--- src/rtl/spi_pkg.sv ---
// -----------------------------------------------------------------------------
// spi_pkg
// Shared definitions for the 3-byte SPI command frame: frame and byte widths,
// counter widths and the master FSM state type. The frame receiver imports
// FRAME_BITS from here so both ends always agree on the frame length.
// -----------------------------------------------------------------------------
package spi_pkg;

  localparam int FRAME_BITS    = 24;
  localparam int BYTE_BITS     = 8;
  localparam int HALF_CNT_BITS = 8;  // holds CLK_DIV-1 for CLK_DIV up to 255
  localparam int BIT_CNT_BITS  = 5;  // holds bit index 0..FRAME_BITS-1

  typedef enum logic [1:0] {
    IDLE  = 2'd0,
    SHIFT = 2'd1,
    HOLD  = 2'd2
  } spi_master_state_t;

endpackage

--- src/rtl/spi_sck_gen.sv ---
// -----------------------------------------------------------------------------
// spi_sck_gen
// Serial clock generator for the SPI frame master. While en is high it runs a
// half-period counter 0..CLK_DIV-1 and toggles sck each time the counter
// wraps, starting from the low half. rise_en / fall_en are one-cycle strobes
// in the cycle whose closing clock edge takes sck high / low. With en low the
// counter and sck are held at 0 so every frame starts on a fresh low half.
//
// Ports:
//   clk      in   system clock
//   reset    in   synchronous active-high reset
//   en       in   run the serial clock (master is in SHIFT)
//   sck      out  registered serial clock, idle low
//   rise_en  out  sck goes 1 at the next clock edge
//   fall_en  out  sck goes 0 at the next clock edge
// -----------------------------------------------------------------------------
module spi_sck_gen
  import spi_pkg::*;
#(
  parameter int CLK_DIV = 4
) (
  input  logic clk,
  input  logic reset,
  input  logic en,
  output logic sck,
  output logic rise_en,
  output logic fall_en
);

  localparam logic [HALF_CNT_BITS-1:0] HALF_LAST = HALF_CNT_BITS'(CLK_DIV - 1);

  logic [HALF_CNT_BITS-1:0] half_cnt_q, half_cnt_d;
  logic                     sck_q, sck_d;
  logic                     wrap;

  assign wrap = en && (half_cnt_q == HALF_LAST);

  // NOTE: every signal assigned in an always_comb gets a default first, so no
  // path through the block leaves it unassigned and no latch is inferred.
  always_comb begin
    half_cnt_d = '0;
    sck_d      = 1'b0;
    if (en) begin
      half_cnt_d = wrap ? '0 : half_cnt_q + 1'b1;
      sck_d      = wrap ? ~sck_q : sck_q;
    end
  end

  // NOTE: state registers use non-blocking assignments so all flops update
  // together from values sampled before the edge.
  always_ff @(posedge clk) begin
    if (reset) begin
      half_cnt_q <= '0;
      sck_q      <= 1'b0;
    end else begin
      half_cnt_q <= half_cnt_d;
      sck_q      <= sck_d;
    end
  end

  assign sck     = sck_q;
  assign rise_en = wrap && !sck_q;
  assign fall_en = wrap &&  sck_q;

endmodule

--- src/rtl/spi_frame_master.sv ---
// -----------------------------------------------------------------------------
// spi_frame_master
// Mode-0 SPI master that sends one 24-bit command frame
// {command, databyte1, databyte2} MSB first and captures the 24 bits returned
// on sdo. A frame is accepted on req && ready, shifted out over 24 sck
// periods of 2*CLK_DIV clk cycles each, followed by CLK_DIV cycles of hold
// with cs still high. done pulses for one cycle as the master returns to
// IDLE, and rx_frame is updated at that same point.
//
// Ports:
//   clk        in   system clock
//   reset      in   synchronous active-high reset (aborts any frame)
//   req        in   frame request, accepted when ready is high
//   command    in   first byte sent
//   databyte1  in   second byte sent
//   databyte2  in   third byte sent
//   ready      out  master is idle and will accept req
//   done       out  one-cycle pulse at frame completion
//   rx_frame   out  captured sdo bits, first-received bit at [23]
//   cs         out  chip select, high for the whole frame
//   sck        out  serial clock, idle low
//   sdi        out  serial data to the receiver, MSB first
//   sdo        in   serial data from the receiver
// -----------------------------------------------------------------------------
module spi_frame_master
  import spi_pkg::*;
#(
  parameter int CLK_DIV = 4
) (
  input  logic                  clk,
  input  logic                  reset,
  input  logic                  req,
  input  logic [BYTE_BITS-1:0]  command,
  input  logic [BYTE_BITS-1:0]  databyte1,
  input  logic [BYTE_BITS-1:0]  databyte2,
  output logic                  ready,
  output logic                  done,
  output logic [FRAME_BITS-1:0] rx_frame,
  output logic                  cs,
  output logic                  sck,
  output logic                  sdi,
  input  logic                  sdo
);

  localparam logic [BIT_CNT_BITS-1:0]  LAST_BIT  = BIT_CNT_BITS'(FRAME_BITS - 1);
  localparam logic [HALF_CNT_BITS-1:0] HOLD_LAST = HALF_CNT_BITS'(CLK_DIV - 1);

  spi_master_state_t        state_q, state_d;
  logic [FRAME_BITS-1:0]    tx_q, tx_d;
  logic [FRAME_BITS-1:0]    rx_q, rx_d;
  logic [FRAME_BITS-1:0]    rx_frame_q, rx_frame_d;
  logic [BIT_CNT_BITS-1:0]  bit_cnt_q, bit_cnt_d;
  logic [HALF_CNT_BITS-1:0] hold_cnt_q, hold_cnt_d;
  logic                     cs_q, cs_d;
  logic                     done_q, done_d;
  logic                     sck_en, rise_en, fall_en;

  assign sck_en = (state_q == SHIFT);

  spi_sck_gen #(
    .CLK_DIV (CLK_DIV)
  ) u_sck_gen (
    .clk     (clk),
    .reset   (reset),
    .en      (sck_en),
    .sck     (sck),
    .rise_en (rise_en),
    .fall_en (fall_en)
  );

  always_comb begin
    state_d    = state_q;
    tx_d       = tx_q;
    rx_d       = rx_q;
    rx_frame_d = rx_frame_q;
    bit_cnt_d  = bit_cnt_q;
    hold_cnt_d = hold_cnt_q;
    cs_d       = cs_q;
    done_d     = 1'b0;

    case (state_q)
      IDLE: begin
        if (req) begin
          tx_d      = {command, databyte1, databyte2};
          rx_d      = '0;
          bit_cnt_d = '0;
          cs_d      = 1'b1;
          state_d   = SHIFT;
        end
      end

      SHIFT: begin
        // The receiver samples sdi on this same rising edge.
        if (rise_en) begin
          rx_d = {rx_q[FRAME_BITS-2:0], sdo};
        end
        // Next bit is presented as sck returns low. After the last bit the
        // shift empties tx, so sdi idles at 0 between frames.
        if (fall_en) begin
          tx_d = {tx_q[FRAME_BITS-2:0], 1'b0};
          if (bit_cnt_q == LAST_BIT) begin
            hold_cnt_d = '0;
            state_d    = HOLD;
          end else begin
            bit_cnt_d = bit_cnt_q + 1'b1;
          end
        end
      end

      HOLD: begin
        if (hold_cnt_q == HOLD_LAST) begin
          cs_d       = 1'b0;
          done_d     = 1'b1;
          rx_frame_d = rx_q;
          state_d    = IDLE;
        end else begin
          hold_cnt_d = hold_cnt_q + 1'b1;
        end
      end

      default: begin
        cs_d    = 1'b0;
        state_d = IDLE;
      end
    endcase
  end

  always_ff @(posedge clk) begin
    if (reset) begin
      state_q    <= IDLE;
      tx_q       <= '0;
      rx_q       <= '0;
      rx_frame_q <= '0;
      bit_cnt_q  <= '0;
      hold_cnt_q <= '0;
      cs_q       <= 1'b0;
      done_q     <= 1'b0;
    end else begin
      state_q    <= state_d;
      tx_q       <= tx_d;
      rx_q       <= rx_d;
      rx_frame_q <= rx_frame_d;
      bit_cnt_q  <= bit_cnt_d;
      hold_cnt_q <= hold_cnt_d;
      cs_q       <= cs_d;
      done_q     <= done_d;
    end
  end

  assign ready    = (state_q == IDLE);
  assign done     = done_q;
  assign rx_frame = rx_frame_q;
  assign cs       = cs_q;
  // The MSB of the tx shift register is a flop output, so sdi is registered.
  assign sdi      = tx_q[FRAME_BITS-1];

endmodule

--- config.mk ---
export PLATFORM = sky130hd
export DESIGN_NAME = spi_frame_master
export DESIGN_NICKNAME = d
export VERILOG_FILES = /design/src/rtl/spi_pkg.sv /design/src/rtl/spi_sck_gen.sv /design/src/rtl/spi_frame_master.sv
export SDC_FILE = /design/constraint.sdc
export NUM_CORES = 1
export LEC_CHECK = 0
export CELL_PAD_IN_SITES_DETAIL_PLACEMENT = 2
export CELL_PAD_IN_SITES_GLOBAL_PLACEMENT = 2
export CORE_UTILIZATION = 34
export DETAILED_ROUTE_END_ITERATION = 7
export HOLD_SLACK_MARGIN = 0.06
export PLACE_DENSITY_LB_ADDON = 0.1
export SLEW_MARGIN = 15
export SYNTH_ARGS = -nofsm -noshare
export SYNTH_HDL_FRONTEND = slang
export SYNTH_SLANG_ARGS = --single-unit
--- constraint.sdc ---
create_clock -name clk -period 2.85 [get_ports clk]
set_input_delay 0.4275 -clock clk [delete_from_list [all_inputs] [get_ports clk]]
set_output_delay 0.4275 -clock clk [all_outputs]
set_load 0.02 [all_outputs]
==> results_dict.tcl <==
set metrics [dict create \
    fin_nets 464 \
    arrival_ps 2600 \
    multi_input_area_mm2 0.001805 \
    cp.required_ps 3110 \
    antenna_left 0 \
    synth_cell_type_count 49 \
    totalPowerFinal_uw 2767 \
    p_leak_uw 0.001983 \
    worst_skew_pair.late_latency_ps 340 \
    track_usage_pct 17.31 \
    max_freq_ghz 0.4279 \
    ir_worst_vdd_uv 286.1 \
    vias 3024 \
    skew_ps 7.545 \
    path_class "reg -> reg" \
    maxSlewViolCount 0 \
    antenna_cells 0 \
    grt_max_degree 68 \
    crit_fanout 5 \
    floorplan.die_area_mm2 0.01178 \
    cp-end-kind "flop" \
    gp_congestion 0.7400 \
    syn_inst 383 \
    finalSetupViolCount 0 \
    maxSlewHeadroom_pct 38.41 \
    dr.pass1.iters 4 \
    finalHoldViolCount 0 \
    clk_path_buf_depth 2 \
    worst_pin_slew_ps 923.9 \
    worstPathBufferInverterCount 0 \
    synth_ff_type "dfxtp_1" \
    synth_top_cell_area_share_pct 50.84 \
    port_buffers 56 \
    clkSlewWorstSetupHoldPaths_ps 70 \
    syn-cell-area_mm2 0.003859 \
    vias_per_cell 5.241 \
    synth_area_leaders "dfxtp_1 (51%), mux2i_1 (12%), nor2_1 (6.0%)" \
    worst_path_dominant_cell_family "simple AND/OR/NAND/NOR gates" \
    wirelength_mm 9.382 \
    synth-seq-cells 98 \
    period_needed_ps 2337 \
    mostFrequentLayoutCells "dfxtp_1 (98), nor2_1 (62), clkdlybuf4s50_1 (55), mux2i_1 (48), a22o_1 (24)" \
    synth.avg_cell_area_um2 10.07 \
    post_cts_resized 0 \
    fin_setup_tns_ps 0 \
    pin_count 57 \
    maxCapViolations 0 \
    cts_tree "built" \
    critPathMaxStageDelay_ps 570 \
    layout_commonest_cell "dfxtp_1" \
    antenna_found_initial 0 \
    hold_buffers 0 \
    place_area_mm2 0.004582 \
    hold_class "reg -> reg" \
    drc 0 \
    ys_seq_area_share_pct 50.84 \
    synth.net_count 414 \
    drt_iter0_drc 78 \
    core_area_mm2 0.01094 \
    finalInstanceArea_mm2 0.004860 \
    cts_setup_buffers 0 \
    seq_area_mm2 0.001962 \
    cp_cell_sequence "ha_1 > or3b_2 > or4_4 > or3_1 > a31oi_1" \
    drive_above_1_share_pct 7.551 \
    synthArstFlopShare_pct 0 \
    post_drt_wl_per_cell_um 16.26 \
    initial_core_util_pct 35.29 \
    status "completed" \
    die_x_um 108.5 \
    cts.sink_count 98 \
    die_h_um 108.5 \
    startpoint_type "flop" \
    fin_crit_sh_pct 81.99 \
    h-tree-depth 3 \
    place_hpwl_mm 6.273 \
    area_growth_pct 25.94 \
    grt_overflow 0 \
    fillers 1167 \
    synth_warnings 0 \
    numCtsBuffers 9 \
    rsz0062_at_grt "no" \
    grt_pass1_wl_mm 15.94 \
    rows 38 \
    clockRootBuffer "clkbuf_16" \
    crit_slowest_cell "or4_4" \
    yosysTopAreaCell "dfxtp_1" \
    grt_pass1_vias 3220 \
    synth_edf_count 0 \
    powerDensity_mw_per_mm2 569.3 \
]
synthesized netlist by cell type (2+ instances only):
master / number
nor3_1: 8
clkbuf_1: 17
or4_4: 2
and3_1: 3
a211oi_1: 23
a41o_1: 2
xor2_1: 5
mux2i_1: 48
or3_1: 2
nor4b_1: 2
o2111ai_1: 2
nand3b_1: 2
or3b_2: 2
nand2_1: 11
dfxtp_1: 98
o31ai_1: 2
or2_2: 2
nor3b_1: 3
inv_1: 4
ha_1: 3
a21oi_1: 4
buf_2: 6
a22o_1: 24
o211ai_1: 2
a31oi_1: 3
nor2_1: 62
a311oi_1: 2
xnor2_1: 3
nand2b_1: 2
nor4_1: 4
o21ai_0: 3
nand3_1: 10
cells by family (layout without fill, tap and decap cells):
family                   count (synthesis)  after routing  share of synthesized area, %
XOR/XNOR                                 8              8                         1.816
flip-flops                              98             98                         50.84
adder cells (fa/ha/maj)                  3              3                        0.9729
AND/OR/NAND/NOR                        122            122                         15.50
buffers and inverters                   29             83                         3.015
multiplexers                            48             48                         12.45
AO/OA/AOI/OAI                           75             75                         15.40
cell type report:
class,instances,share of cell area (%)
clock buffer,10,4.918
tap,140,3.605
timing repair buffer,63,12.77
inverter,5,0.3862
sequential,98,40.37
multi-input combinational,256,37.15
clock inverter,5,0.7981
report_power, final:
group / internal, µW / total [µW] / switching, µW
combinational: 95.5 / 203 / 108
sequential: 1400 / 1430 / 21.9
clock: 614 / 1140 / 524
routing by layer:
metal | up-vias | GRT usage, % | part of all wire (%) | routed length (µm)
met1 | 1472 | 21.98 | 49 | 4564
met4 | 0 | 5.405 | 1.2 | 108
met5 | - | 0 | 0 | 0
met2 | 42 | 29.16 | 47 | 4445
met3 | 8 | 3.737 | 2.8 | 263
li1 | 1502 | - | - | -
worst reg2reg max path, cell delays in order, from the launching register on:
cell and delay, ps:
dfxtp_1 360, ha_1 280, or3b_2 550, or4_4 570
or3_1 330, a31oi_1 180
through the flow:
stage	util (%)	cells	setup WS [ps]	hold slack (ps)
floorplan	-	383	758.3	413.0
global placement	41.90	562	518.4	422.7
detailed placement	41.90	562	466.0	454.3
CTS	44.44	577	507.9	464.2
global route	44.44	577	442.0	476.7
finish	44.44	577	513.2	457.7
path summary, 6_finish.rpt:
check	start	endpoint	slack (ps)	depth (start not counted)
setup / recovery	u_sck_gen.half_cnt_q[0]	bit_cnt_q[0]	510	5
hold / removal	u_sck_gen.half_cnt_q[0]	u_sck_gen.half_cnt_q[0]	460	1
setup reg to reg	u_sck_gen.half_cnt_q[0]	bit_cnt_q[0]	510	5
hold reg to reg	u_sck_gen.half_cnt_q[0]	u_sck_gen.half_cnt_q[0]	460	1
flip-flops by register name, summed over array words and instances, names as in the netlist:
signal,count
hold_cnt_q,8
state_q,2
rx_q,24
cs,1
bit_cnt_q,5
rx_frame,24
done,1
u_sck_gen.sck,1
u_sck_gen.half_cnt_q,8
tx_q,24
(Power assumes the default switching activity.)
